## config.mk

```make
export PLATFORM = sky130hd
export DESIGN_NAME = vedic_mul8_seq_ctrl
export DESIGN_NICKNAME = d
export VERILOG_FILES = /design/src/rtl/vedic_mul_pkg.sv /design/src/rtl/multiply4x4.sv /design/src/rtl/vedic_mul8_seq_ctrl.sv
export SDC_FILE = /design/constraint.sdc
export NUM_CORES = 1
export LEC_CHECK = 0
export CORE_MARGIN = 2
export CORE_UTILIZATION = 56
export CTS_CLUSTER_DIAMETER = 40
export DETAILED_ROUTE_END_ITERATION = 10
export HOLD_SLACK_MARGIN = 0.1
export PLACE_DENSITY = 0.9
export SYNTH_ARGS = -nofsm -noshare
export SYNTH_HDL_FRONTEND = slang
export SYNTH_SLANG_ARGS = --single-unit
export TNS_END_PERCENT = 100
```

## constraint.sdc

```tcl
create_clock -name clk -period 7.8 [get_ports clk]
set_clock_uncertainty 0.05 [all_clocks]
set_input_delay 1.56 -clock clk [delete_from_list [all_inputs] [get_ports clk]]
set_output_delay 1.56 -clock clk [all_outputs]
set_load 0.05 [all_outputs]
```

## src/rtl/vedic_mul_pkg.sv

```systemverilog
// ============================================================================
// Module      : vedic_mul_pkg
// Description : Shared state encoding and sizing constants for the
//               sequential Vedic 8x8 multiplier controller.
// Revision    : 1.0 - initial release
// ============================================================================
`default_nettype none

package vedic_mul_pkg;

  typedef enum logic [1:0] {
    IDLE = 2'd0,
    MUL  = 2'd1,
    DONE = 2'd2
  } mul_state_t;

  localparam int NIB_W   = 4;
  localparam int PROD_W  = 16;
  localparam int N_STEPS = 4;

  localparam logic [1:0] LAST_STEP = 2'(N_STEPS - 1);

endpackage

`default_nettype wire

```

## src/rtl/multiply4x4.sv

```systemverilog
// ============================================================================
// Module      : multiply4x4
// Description : Combinational 4x4 unsigned Vedic multiplier built from four
//               2x2 crosswise partial products.
// Revision    : 1.0 - initial release
// ============================================================================
`default_nettype none

module multiply4x4 (
  input  logic [3:0] i_a,
  input  logic [3:0] i_b,
  output logic [7:0] o_p
);

  logic [3:0] w_pp_ll;
  logic [3:0] w_pp_hl;
  logic [3:0] w_pp_lh;
  logic [3:0] w_pp_hh;

  assign w_pp_ll = {2'b00, i_a[1:0]} * {2'b00, i_b[1:0]};
  assign w_pp_hl = {2'b00, i_a[3:2]} * {2'b00, i_b[1:0]};
  assign w_pp_lh = {2'b00, i_a[1:0]} * {2'b00, i_b[3:2]};
  assign w_pp_hh = {2'b00, i_a[3:2]} * {2'b00, i_b[3:2]};

  // Vertical term, two crosswise terms at weight 4, top term at weight 16.
  assign o_p = {4'b0000, w_pp_ll}
             + {2'b00, w_pp_hl, 2'b00}
             + {2'b00, w_pp_lh, 2'b00}
             + {w_pp_hh, 4'b0000};

endmodule

`default_nettype wire

```

## src/rtl/vedic_mul8_seq_ctrl.sv

```systemverilog
// ============================================================================
// Module      : vedic_mul8_seq_ctrl
// Description : 8x8 unsigned multiplier that time-shares one 4x4 core over
//               four cycles, with valid/ready on both sides.
// Revision    : 1.0 - initial release
// ============================================================================
`default_nettype none

module vedic_mul8_seq_ctrl
  import vedic_mul_pkg::*;
#(
  parameter int W_OP = 8
) (
  input  logic                clk,
  input  logic                rst_n,
  input  logic                in_valid,
  output logic                in_ready,
  input  logic [W_OP-1:0]     a,
  input  logic [W_OP-1:0]     b,
  output logic                out_valid,
  input  logic                out_ready,
  output logic [PROD_W-1:0]   product,
  output logic                busy
);

  mul_state_t          r_state;
  mul_state_t          w_state_nxt;
  logic [W_OP-1:0]     r_a_q;
  logic [W_OP-1:0]     r_b_q;
  logic [PROD_W-1:0]   r_acc;
  logic [1:0]          r_k;

  logic                w_accept;
  logic [NIB_W-1:0]    w_core_a;
  logic [NIB_W-1:0]    w_core_b;
  logic [2*NIB_W-1:0]  w_pp;
  logic [3:0]          w_sh;
  logic [PROD_W-1:0]   w_pp_shifted;
  logic [PROD_W-1:0]   w_acc_nxt;

  // Ready is withheld while reset is asserted, even though the state is IDLE.
  assign in_ready = rst_n &&
                    ((r_state == IDLE) || ((r_state == DONE) && out_ready));
  assign w_accept = in_valid && in_ready;

  assign out_valid = (r_state == DONE);
  assign busy      = (r_state == MUL);
  assign product   = r_acc;

  always_comb begin
    w_core_a = '0;
    w_core_b = '0;
    w_sh     = 4'd0;
    if (r_state == MUL) begin
      unique case (r_k)
        2'd0: begin
          w_core_a = r_a_q[NIB_W-1:0];
          w_core_b = r_b_q[NIB_W-1:0];
          w_sh     = 4'd0;
        end
        2'd1: begin
          w_core_a = r_a_q[W_OP-1:NIB_W];
          w_core_b = r_b_q[NIB_W-1:0];
          w_sh     = 4'd4;
        end
        2'd2: begin
          w_core_a = r_a_q[NIB_W-1:0];
          w_core_b = r_b_q[W_OP-1:NIB_W];
          w_sh     = 4'd4;
        end
        default: begin
          w_core_a = r_a_q[W_OP-1:NIB_W];
          w_core_b = r_b_q[W_OP-1:NIB_W];
          w_sh     = 4'd8;
        end
      endcase
    end
  end

  multiply4x4 u_core (
    .i_a (w_core_a),
    .i_b (w_core_b),
    .o_p (w_pp)
  );

  // 255*255 fits in 16 bits, so the sum never needs a carry out.
  assign w_pp_shifted = {{(PROD_W-2*NIB_W){1'b0}}, w_pp} << w_sh;
  assign w_acc_nxt    = r_acc + w_pp_shifted;

  always_ff @(posedge clk or negedge rst_n) begin
    if (!rst_n) begin
      r_state <= IDLE;
    end else begin
      r_state <= w_state_nxt;
    end
  end

  always_comb begin
    w_state_nxt = r_state;
    unique case (r_state)
      IDLE: begin
        if (w_accept) begin
          w_state_nxt = MUL;
        end
      end
      MUL: begin
        if (r_k == LAST_STEP) begin
          w_state_nxt = DONE;
        end
      end
      DONE: begin
        if (w_accept) begin
          w_state_nxt = MUL;
        end else if (out_ready) begin
          w_state_nxt = IDLE;
        end
      end
      default: begin
        w_state_nxt = IDLE;
      end
    endcase
  end

  always_ff @(posedge clk or negedge rst_n) begin
    if (!rst_n) begin
      r_a_q <= '0;
      r_b_q <= '0;
      r_acc <= '0;
      r_k   <= 2'd0;
    end else if (w_accept) begin
      r_a_q <= a;
      r_b_q <= b;
      r_acc <= '0;
      r_k   <= 2'd0;
    end else if (r_state == MUL) begin
      r_acc <= w_acc_nxt;
      r_k   <= r_k + 2'd1;
    end
  end

endmodule

`default_nettype wire

```

==> results.toml <==
[status]
status = "finished clean"

[critical_path]
ff2ff_path_depth = 27
cp.arrival_ps = 6620
worstReg2RegStart = "r_k[0]$_DFFE_PN0P_"
endpoint = "product[12]$_DFFE_PN0P_"
cp_slowest_stage_delay_ps = 540
cp.buffers_inverters = 3
required_ps = 7920
path_class = "reg -> reg"
rrSetupSlack_ps = 1300
crit_fanout = 6
crit_cells = 27
timing.rr.end = "product[12]$_DFFE_PN0P_"
worstSetupEndpointType = "flip-flop"
critPathTopFamily = "adder cells"
worst_setup_path_start_kind = "flip-flop"
critical_path.startpoint = "r_k[0]$_DFFE_PN0P_"
path_common_cell = "ha_1"
critPathSlowestCell = "fa_1"

[global_route]
grt_pass1_vias = 2552
grt_pass1_wl_mm = 11.2
grt_overflow = 0
grt_max_degree = 42
gr-usage-all-layers_pct = 25.7
antenna_found_initial = 0

[layout]
drive_gt1_share_pct = 10.5
fillCellCount = 385
multi_input_area_sq_mm = 0.00187
register_area_sq_um = 901
final_core_util_pct = 68.3
area_delta_synth_final_pct = 19.2
insertedDiodeCount = 0
nNetsFinal = 414

[run]
drv_cap = 0

[yosys]
syn-num-nets = 377
yosys-top-cells-area = "dfrtp_1, ha_1, mux2_2"
ys_seq_area_share_pct = 31.2
syn_inst = 316
ys_ff_latch = 36
synthTopCellsByCount = "dfrtp_1, ha_1, nor2_1, mux2_2, nand2_1"
yosys.cell_types.count = 41
netlist_area_sq_mm = 0.00289
synth_edf_count = 0
synth_top_area_share_pct = 31.2
avgSynthCellArea_sq_um = 9.14
yosysWarnings = 0
synth.most_common_cell = "dfrtp_1"
synthArstFlopShare_pct = 100
ys.flop_type = "dfrtp_1"
yosysTopAreaCell = "dfrtp_1"

[clock_network]
tritoncts = "yes"
clock_sinks = 36
cts_resized = 0
htreeDepth = 2
cts_hold_buf = 0
clock_latency_ps = 300
clk_path_buf_depth = 2
clkTransAtPathRegs_ps = 80
cts_made_buffers = 5
cts_root_buf = "clkbuf_8"
cts_setup_buffers = 0

[sta]
rsz0062_at_grt = "no"
finalCritPeriodShare_pct = 83.3
fmax_mhz = 154
finalSetupTns_ps = 0
min_period_ps = 6500
relSlewSlack_pct = 51.7
hold_viol = 0
maxSlewViolCount = 0
tightestPinTransition_ps = 722
setup_viol_count_final = 0

[pwr]
p_comb_share_pct = 64.6
power.net_switching_w = 0.000690
p_clk_share_pct = 11.9
p_sw_share_pct = 49.1
p_per_area_mw_per_mm2 = 408
p_int_w = 0.000715
ir_drop_mv = 0.275
total_leakage_power_nw = 1.61
seq_power_share_pct = 23.5

[placement]
place_congestion = 0.893
numPortBuffers = 38
hpwl_mm = 4.78

[die]
core_sq_mm = 0.00504
io_pins = 39
chipHeight_microns = 75.8
rows = 26
dieArea_sq_mm = 0.00575
start_util_pct = 57.3
chipWidth_microns = 75.8

[detailed_routing]
wl_mm = 6.52
route.met2.wl_mm = 3.28
drtAntennaViolNets = 0
top_layer = "met4"
drt-wirelength-per-cell_microns = 15.4
route.vias.total = 2444
drcViolationCount = 0
first_pass_iters = 4
viasPerCell = 5.76
wl_met1_mm = 2.71
route.met3.wl_microns = 277
drt_first_iter_violations = 152

[hold_path]
hold_class = "reg -> reg"
hp-start = "product[15]$_DFFE_PN0P_"
==> state kept, by name (all words and copies together) (netlist names) <==
| name | count |
|---|---|
| r_b_q | 8 |
| product | 16 |
| r_state | 2 |
| r_k | 2 |
| r_a_q | 8 |
==> cells in the final DEF (no fill, tap or decap), drive strengths merged, types with 7 or more instances in the layout <==
cell type / n
clkdlybuf4s50: 38
dfrtp: 36
ha: 35
nor2: 30
o21ai: 25
mux2: 24
nand2: 24
inv: 20
nand3: 19
a21oi: 17
xnor2: 13
nor2b: 7
a21o: 7
==> power groups by stage <==
stage,clock network (W),logic [W],registers (W)
CTS,0.000171,0.000905,0.000330
floorplan,0,0.000586,0.000417
detailed placement,0,0.000893,0.000334
finish,0.000167,0.000907,0.000331
global placement,0,0.000869,0.000330
global route,0.000180,0.00100,0.000342
==> routing by layer <==
layer	GRT usage, %	vias to the layer above
met4	12.3	0
met2	43.9	67
li1	-	1179
met1	30.8	1170
met3	5.16	28
met5	0	-
==> per-stage QoR <==
step	total power, W	instance area, sq um	instances	hold WS [ps]	setup slack, ps
final	0.00141	3440	424	455	1300
after floorplan	0.00100	2890	316	424	1840
after CTS	0.00141	3440	424	455	1340
after global routing	0.00152	3440	424	468	885
after detailed placement	0.00123	3330	416	441	1450
after global placement	0.00120	3330	416	433	1690
==> worst min path at each step <==
stage                                    to  slack (ps)  cells past startpoint
CTS                 product[15]$_DFFE_PN0P_         450                      1
detailed placement     r_b_q[3]$_DFFE_PN0P_         440                      1
finish              product[15]$_DFFE_PN0P_         460                      1
global placement    product[15]$_DFFE_PN0P_         430                      1
global route        product[15]$_DFFE_PN0P_         470                      1
floorplan              r_a_q[7]$_DFFE_PN0P_         420                      1
==> area by class of cell <==
| cell class | instances | area share (%) |
|---|---|---|
| sequential | 36 | 26.2 |
| multi-input combinational | 250 | 54.4 |
| inverter | 20 | 2.18 |
| clock buffer | 5 | 2.00 |
| clock inverter | 3 | 1.24 |
| tap | 70 | 2.54 |
| timing repair buffer | 40 | 11.5 |
==> cell families (layout without fill, tap and decap cells) <==
family,after synthesis,count (layout),synth area share (%)
compound gates,72,72,15.3
buf+inv,30,68,3.98
mux,26,26,10.0
simple gates,92,92,14.4
flops,36,36,31.2
fa+ha+maj,41,41,19.3
xor+xnor,19,19,5.76
(Power assumes the default switching activity.)
